File: src/rtl/uart_rx_frame_if.sv
// Signal bundle between the serial line side and the uart_rx_frame receiver.
// master drives line/config inputs; slave is the framer producing frame results.
interface uart_rx_frame_if;
  logic       sample_tick;
  logic       rxd;
  logic       parity_en;
  logic       parity_mode;
  logic [7:0] rx_data;
  logic       rx_parity_bit;
  logic       rx_parity_mode;
  logic       rx_check_en;
  logic       rx_valid;
  logic       framing_error;
  logic       busy;

  modport master (
    output sample_tick, rxd, parity_en, parity_mode,
    input  rx_data, rx_parity_bit, rx_parity_mode, rx_check_en, rx_valid, framing_error, busy
  );

  modport slave (
    input  sample_tick, rxd, parity_en, parity_mode,
    output rx_data, rx_parity_bit, rx_parity_mode, rx_check_en, rx_valid, framing_error, busy
  );
endinterface

File: src/rtl/uart_rx_frame.sv
// 8-bit UART receive framer: start detect, LSB-first data, optional parity, stop check.
// Define RX_SYNC_EN to pass rxd through a 2-flop synchronizer before the FSM.
module uart_rx_frame #(
  parameter int unsigned OVERSAMPLE = 16
) (
  input logic           clk,
  input logic           rst,
  uart_rx_frame_if.slave bus
);
  localparam int unsigned    CntW    = $clog2(OVERSAMPLE);
  localparam logic [CntW-1:0] CntMid  = CntW'(OVERSAMPLE / 2 - 1);
  localparam logic [CntW-1:0] CntLast = CntW'(OVERSAMPLE - 1);

  localparam logic [2:0] StIdle   = 3'd0;
  localparam logic [2:0] StStart  = 3'd1;
  localparam logic [2:0] StData   = 3'd2;
  localparam logic [2:0] StParity = 3'd3;
  localparam logic [2:0] StStop   = 3'd4;

  logic rxd_s;

`ifdef RX_SYNC_EN
  logic [1:0] sync_q, sync_d;
  assign sync_d = {sync_q[0], bus.rxd};
  always_ff @(posedge clk or posedge rst) begin
    if (rst) sync_q <= 2'b11;
    else     sync_q <= sync_d;
  end
  assign rxd_s = sync_q[1];
`else
  assign rxd_s = bus.rxd;
`endif

  logic [2:0]      state_q, state_d;
  logic [CntW-1:0] cnt_q, cnt_d;
  logic [2:0]      idx_q, idx_d;
  logic            armed_q, armed_d;
  logic [7:0]      shift_q, shift_d;
  logic            par_q, par_d;
  logic            pen_q, pen_d;
  logic            pmode_q, pmode_d;
  logic [7:0]      data_q, data_d;
  logic            pbit_q, pbit_d;
  logic            omode_q, omode_d;
  logic            valid_q, valid_d;
  logic            ferr_q, ferr_d;
  logic            chk_q, chk_d;

  always_comb begin
    state_d = state_q;
    cnt_d   = cnt_q;
    idx_d   = idx_q;
    armed_d = armed_q;
    shift_d = shift_q;
    par_d   = par_q;
    pen_d   = pen_q;
    pmode_d = pmode_q;
    data_d  = data_q;
    pbit_d  = pbit_q;
    omode_d = omode_q;
    valid_d = 1'b0;
    ferr_d  = 1'b0;
    chk_d   = 1'b0;

    if (bus.sample_tick) begin
      case (state_q)
        StIdle: begin
          // Only a high-to-low transition may start a frame; a held-low break never retriggers.
          if (rxd_s) begin
            armed_d = 1'b1;
          end else if (armed_q) begin
            pen_d   = bus.parity_en;
            pmode_d = bus.parity_mode;
            cnt_d   = '0;
            state_d = StStart;
          end
        end
        StStart: begin
          if (cnt_q == CntMid) begin
            if (rxd_s) begin
              state_d = StIdle;
            end else begin
              cnt_d   = '0;
              idx_d   = 3'd0;
              state_d = StData;
            end
          end else begin
            cnt_d = cnt_q + 1'b1;
          end
        end
        StData: begin
          if (cnt_q == CntLast) begin
            shift_d[idx_q] = rxd_s;
            cnt_d          = '0;
            idx_d          = idx_q + 1'b1;
            if (idx_q == 3'd7) state_d = pen_q ? StParity : StStop;
          end else begin
            cnt_d = cnt_q + 1'b1;
          end
        end
        StParity: begin
          if (cnt_q == CntLast) begin
            par_d   = rxd_s;
            cnt_d   = '0;
            state_d = StStop;
          end else begin
            cnt_d = cnt_q + 1'b1;
          end
        end
        StStop: begin
          if (cnt_q == CntLast) begin
            valid_d = 1'b1;
            ferr_d  = ~rxd_s;
            chk_d   = pen_q;
            data_d  = shift_q;
            pbit_d  = pen_q & par_q;
            omode_d = pmode_q;
            armed_d = rxd_s;
            cnt_d   = '0;
            state_d = StIdle;
          end else begin
            cnt_d = cnt_q + 1'b1;
          end
        end
        default: state_d = StIdle;
      endcase
    end
  end

  always_ff @(posedge clk or posedge rst) begin
    if (rst) begin
      state_q <= StIdle;
      cnt_q   <= '0;
      idx_q   <= 3'd0;
      armed_q <= 1'b0;
      shift_q <= 8'h00;
      par_q   <= 1'b0;
      pen_q   <= 1'b0;
      pmode_q <= 1'b0;
      data_q  <= 8'h00;
      pbit_q  <= 1'b0;
      omode_q <= 1'b0;
      valid_q <= 1'b0;
      ferr_q  <= 1'b0;
      chk_q   <= 1'b0;
    end else begin
      state_q <= state_d;
      cnt_q   <= cnt_d;
      idx_q   <= idx_d;
      armed_q <= armed_d;
      shift_q <= shift_d;
      par_q   <= par_d;
      pen_q   <= pen_d;
      pmode_q <= pmode_d;
      data_q  <= data_d;
      pbit_q  <= pbit_d;
      omode_q <= omode_d;
      valid_q <= valid_d;
      ferr_q  <= ferr_d;
      chk_q   <= chk_d;
    end
  end

  assign bus.rx_data        = data_q;
  assign bus.rx_parity_bit  = pbit_q;
  assign bus.rx_parity_mode = omode_q;
  assign bus.rx_check_en    = chk_q;
  assign bus.rx_valid       = valid_q;
  assign bus.framing_error  = ferr_q;
  assign bus.busy           = (state_q != StIdle);
endmodule

File: src/flat_wrapper.sv
// flat-port wrapper written by rule: the top's interface ports become plain ports
module uart_rx_frame_flat 
#(
  parameter int unsigned OVERSAMPLE = 16
)
  (clk, rst, bus_sample_tick, bus_rxd, bus_parity_en, bus_parity_mode, bus_rx_data, bus_rx_parity_bit, bus_rx_parity_mode, bus_rx_check_en, bus_rx_valid, bus_framing_error, bus_busy);
  uart_rx_frame_if bus_i ();
  input logic clk;
  input logic rst;
  input wire logic [$bits(bus_i.sample_tick)-1:0] bus_sample_tick;
  input wire logic [$bits(bus_i.rxd)-1:0] bus_rxd;
  input wire logic [$bits(bus_i.parity_en)-1:0] bus_parity_en;
  input wire logic [$bits(bus_i.parity_mode)-1:0] bus_parity_mode;
  output wire logic [$bits(bus_i.rx_data)-1:0] bus_rx_data;
  output wire logic [$bits(bus_i.rx_parity_bit)-1:0] bus_rx_parity_bit;
  output wire logic [$bits(bus_i.rx_parity_mode)-1:0] bus_rx_parity_mode;
  output wire logic [$bits(bus_i.rx_check_en)-1:0] bus_rx_check_en;
  output wire logic [$bits(bus_i.rx_valid)-1:0] bus_rx_valid;
  output wire logic [$bits(bus_i.framing_error)-1:0] bus_framing_error;
  output wire logic [$bits(bus_i.busy)-1:0] bus_busy;
  assign bus_i.sample_tick = bus_sample_tick;
  assign bus_i.rxd = bus_rxd;
  assign bus_i.parity_en = bus_parity_en;
  assign bus_i.parity_mode = bus_parity_mode;
  assign bus_rx_data = bus_i.rx_data;
  assign bus_rx_parity_bit = bus_i.rx_parity_bit;
  assign bus_rx_parity_mode = bus_i.rx_parity_mode;
  assign bus_rx_check_en = bus_i.rx_check_en;
  assign bus_rx_valid = bus_i.rx_valid;
  assign bus_framing_error = bus_i.framing_error;
  assign bus_busy = bus_i.busy;
  uart_rx_frame #(.OVERSAMPLE(OVERSAMPLE)) u_core (.clk(clk), .rst(rst), .bus(bus_i));
endmodule
File: config.mk
export PLATFORM = sky130hd
export DESIGN_NAME = uart_rx_frame_flat
export DESIGN_NICKNAME = d
export VERILOG_FILES = /design/src/rtl/uart_rx_frame_if.sv /design/src/rtl/uart_rx_frame.sv /design/src/flat_wrapper.sv
export SDC_FILE = /design/constraint.sdc
export NUM_CORES = 1
export LEC_CHECK = 0
export CORE_ASPECT_RATIO = 0.6
export CORE_MARGIN = 2
export CORE_UTILIZATION = 49
export DETAILED_ROUTE_END_ITERATION = 10
export PLACE_DENSITY_LB_ADDON = 0.15
export SETUP_SLACK_MARGIN = 0.05
export SYNTH_ARGS = -nofsm -noshare
export SYNTH_HDL_FRONTEND = slang
export SYNTH_SLANG_ARGS = --single-unit
File: constraint.sdc
create_clock -name clk -period 2 [get_ports clk]
set_clock_uncertainty 0.15 [all_clocks]
set_input_delay 0.4 -clock clk [delete_from_list [all_inputs] [get_ports clk]]
set_output_delay 0.4 -clock clk [all_outputs]
set_load 0.005 [all_outputs]
==> metrics.md <==
| Metric | Value |
|---|---|
| Vias in the first global route | `1,251` |
| Post-Synthesis Cells | `141` |
| Placed cells | `213` |
| Setup crit end | `u_core.cnt_q[3]$_DFFE_PP0P_` |
| Drt via density | `5.546` |
| Dominant synthesized flop cell | `dfrtp_1` |
| Min-delay worst type | `reg2reg` |
| Crit path launch | `u_core.cnt_q[0]$_DFFE_PP0P_` |
| Fin. Hold Viols | `0` |
| Cells along the critical path | `ha_4, and3b_2, o211ai_1, nand3_1, buf_4, nor4_1, a211o_1` |
| CTS tree | `done` |
| Ranking of synthesized cells by area | `dfrtp_1, mux2_2, nand2_1` |
| Filler cell count | `253` |
| Ys Warns | `0` |
| FF-to-FF path depth | `7` |
| CP arrival | `2.06 ns` |
| Seq/Total Area, Yosys | `51.97%` |
| Utilization after layout | `67.25%` |
| Fmax | `0.5043 GHz` |
| GR Util met1 | `30.84%` |
| Flop2flop setup slack | `0.02 ns` |
| Top Usage Layer GRT | `met1` |
| EDFF count, synth | `0` |
| Power Density | `1127 mW/mm²` |
| Count leader, synth | `dfrtp_1` |
| First-pass GRT wire length | `6051 µm` |
| Worst min-delay path startpoint | `u_core.shift_q[0]$_DFFE_PP0P_` |
| Port bufs | `19` |
| Total number of vias | `1,259` |
| TritonCTS Buffers | `5` |
| Internal Power | `1.583 mW` |
| Ant diodes | `0` |
| Post-route insts no fill | `227` |
| Netlist cell types | `44` |
| Slew margin rel. | `70.61%` |
| Post-synth top area share | `51.97%` |
| Fin crit period | `1.983 ns` |
| R2R Path End | `u_core.cnt_q[3]$_DFFE_PP0P_` |
| Syn Nets | `150` |
| Clk Latency, worst-skew pair | `0.28 ns` |
| Die area | `0.003940 mm²` |
| Synth Cell Area | `0.001685 mm²` |
| 1st-iter DRT viols | `89` |
| Crit Path Max Fanout | `4` |
| FP Rows | `16` |
| Largest net degree at the start of global routing | `36` |
| GR Layer Usage met3 | `9.074%` |
| Clock power share | `20.3%` |
| Initial Util | `51.65%` |
| Final wirelength | `3648 µm` |
| Required time worst endpoint | `2.07 ns` |
| Sequential power share | `39.9%` |
| Post-CTS Hold Buffers | `0` |
| Combinational fraction of design power | `39.8%` |
| Crit Path Class | `reg2reg` |
| GP Congestion | `0.9012` |
| Antenna violations before repair | `0` |
| Max incr delay on CP | `0.42 ns` |
| Status | `finished, final reports clean` |
| Met2 GRT Util | `26.89%` |
| Htree depth | `2` |
| Share of layout cells above drive strength 1 | `34.62%` |
| Slew Viols, Final | `0` |
| Die Y-Extent | `49.43 µm` |
| Drt first pass iters | `4` |
| Worst Tran Pin Value | `0.4409 ns` |
| Drt drc | `0` |
| Worst-path clk slew | `0.07 ns` |
| Slowest cell on crit path | `dfrtp_1` |
| Post-DP HPWL | `2505 µm` |
| Die extent in x | `79.72 µm` |
| Synth cell count leaders | `dfrtp_1, mux2_2, nand2_1` |
| Max-cap violation count | `0` |
| Peak supply drop | `0.5871 mV` |
| Unrepaired setup endpoints after global routing | `true` |
| CP endpoint kind | `register` |
| Total core area | `0.003263 mm²` |
| R2R Path Start | `u_core.cnt_q[0]$_DFFE_PP0P_` |
| CP startpoint kind | `register` |
| Wire length per cell | `16.07 µm` |
| GRT Total Usage | `20.66%` |
| Switching share of power | `36.00%` |
| Async SR Flop Fraction | `100.0%` |
| Area Growth Syn to Fin | `30.22%` |
| P_leak | `1.009 nW` |
| Final ANT Viol Nets | `0` |
| Max clock buf depth | `2` |
| Cell taking the most area after synthesis | `dfrtp_1` |
| Avg Inst Size Synth | `11.95 µm²` |
| Period utilization | `99.15%` |
| Clock root buffer | `clkbuf_8` |
| Final setup vio count | `0` |
| Register bit total from synthesis | `35` |
| Top Ports | `20` |
| P_sw | `890.1 µW` |
| Clock sinks | `35` |
| Overflow after GRT | `0` |
| Nets | `191` |
[registers in the layout, indices dropped and copies added, names as in the netlist]
signal and count:
u_core.bus.rx_data 8, u_core.shift_q 8, u_core.cnt_q 4, u_core.idx_q 3
u_core.state_q 3, u_core.armed_q 1, u_core.bus.framing_error 1, u_core.bus.rx_check_en 1
u_core.bus.rx_parity_bit 1, u_core.bus.rx_parity_mode 1, u_core.bus.rx_valid 1, u_core.par_q 1
u_core.pen_q 1, u_core.pmode_q 1
[final cells by class]
type                            instances  area (µm²)  area share (%)
Sequential cell                        35       878.3           40.02
Multi-Input combinational cell         96       795.8           36.26
Clock inverter                          1       5.005          0.2281
Clock buffer                            6       82.58           3.763
Inverter                                5       21.27          0.9692
Timing Repair Buffer                   39       355.3           16.19
Tap cell                               45       56.30           2.566
[power groups by stage]
stage	combinational, mW	clock, mW	sequential [mW]
finish	0.984	0.503	0.986
global route	1.05	0.559	1.00
CTS	0.870	0.522	0.970
detailed placement	0.803	0	0.975
global placement	0.773	0	0.974
floorplan	0.584	0	0.922
[cells by family after synthesis]
group                    after synthesis  share of synthesized area, %
AND/OR/NAND/NOR                       47                         16.85
flip-flops                            35                         51.97
multiplexers                          23                         15.52
AO/OA/AOI/OAI                         22                         10.10
buffers and inverters                 10                         2.820
adder cells (fa/ha/maj)                3                         2.227
XOR/XNOR                               1                        0.5198
[worst min-delay path by stage]
stage	endpoint	depth (start not counted)
6_report	u_core.shift_q[0]$_DFFE_PP0P_	1
5_1_grt	u_core.bus.rx_data[1]$_DFFE_PP0P_	1
4_1_cts	u_core.shift_q[0]$_DFFE_PP0P_	1
3_5_place_dp	u_core.bus.rx_data[6]$_DFFE_PP0P_	1
3_3_place_gp	u_core.bus.rx_data[0]$_DFFE_PP0P_	1
2_1_floorplan	u_core.shift_q[2]$_DFFE_PP0P_	1
[critical path: cells and delay by family (launching register included)]
kind	cells	cell delay, ns
compound gates	2	0.32
fa+ha+maj	1	0.19
buf+inv	1	0.18
flops	1	0.42
simple gates	3	0.67
[through the flow]
stage                     hold WS [ns]  setup TNS, ns  setup WS, ns  area, µm²  power (mW)
final                           0.3552              0       0.01698       2195       2.473
after global routing            0.3749     -0.0008220    -0.0008220       2195       2.612
after CTS                       0.3567              0       0.03664       2133       2.362
after detailed placement        0.3394         -2.674       -0.2074       2013       1.778
after global placement          0.3359         -1.909       -0.1451       2013       1.747
after floorplan                 0.3085              0       0.09713       1685       1.506
[per-layer routing]
layer	part of all wire [%]	wire length, µm	vias to the layer above
met1	49	1794	606
li1	-	-	601
met3	9.3	339	4
met2	41	1496	48
met5	0	0	-
met4	0.52	19	0
[cells in the final DEF, fill, tap and decap left out, types with 3 or more instances in the layout]
| master | n |
|---|---|
| buf_4 | 19 |
| o21ai_0 | 4 |
| nand2_1 | 11 |
| inv_1 | 3 |
| dfrtp_1 | 33 |
| nand3_1 | 8 |
| mux2_2 | 20 |
| clkdlybuf4s50_1 | 18 |
| nor2_1 | 4 |
| clkbuf_8 | 6 |
| nor3_1 | 3 |
| nor2b_1 | 4 |
| nand4_1 | 3 |
[what timing repair did]
item | in CTS | in global routing
pin swaps | 2 | 3
setup buffers | 2 | 5
setup endpoints to repair | 4 | 18
gates resized for setup | 7 | 8
hold endpoints to repair | 0 | 0
Note: power is estimated with default switching activity, not from simulation.
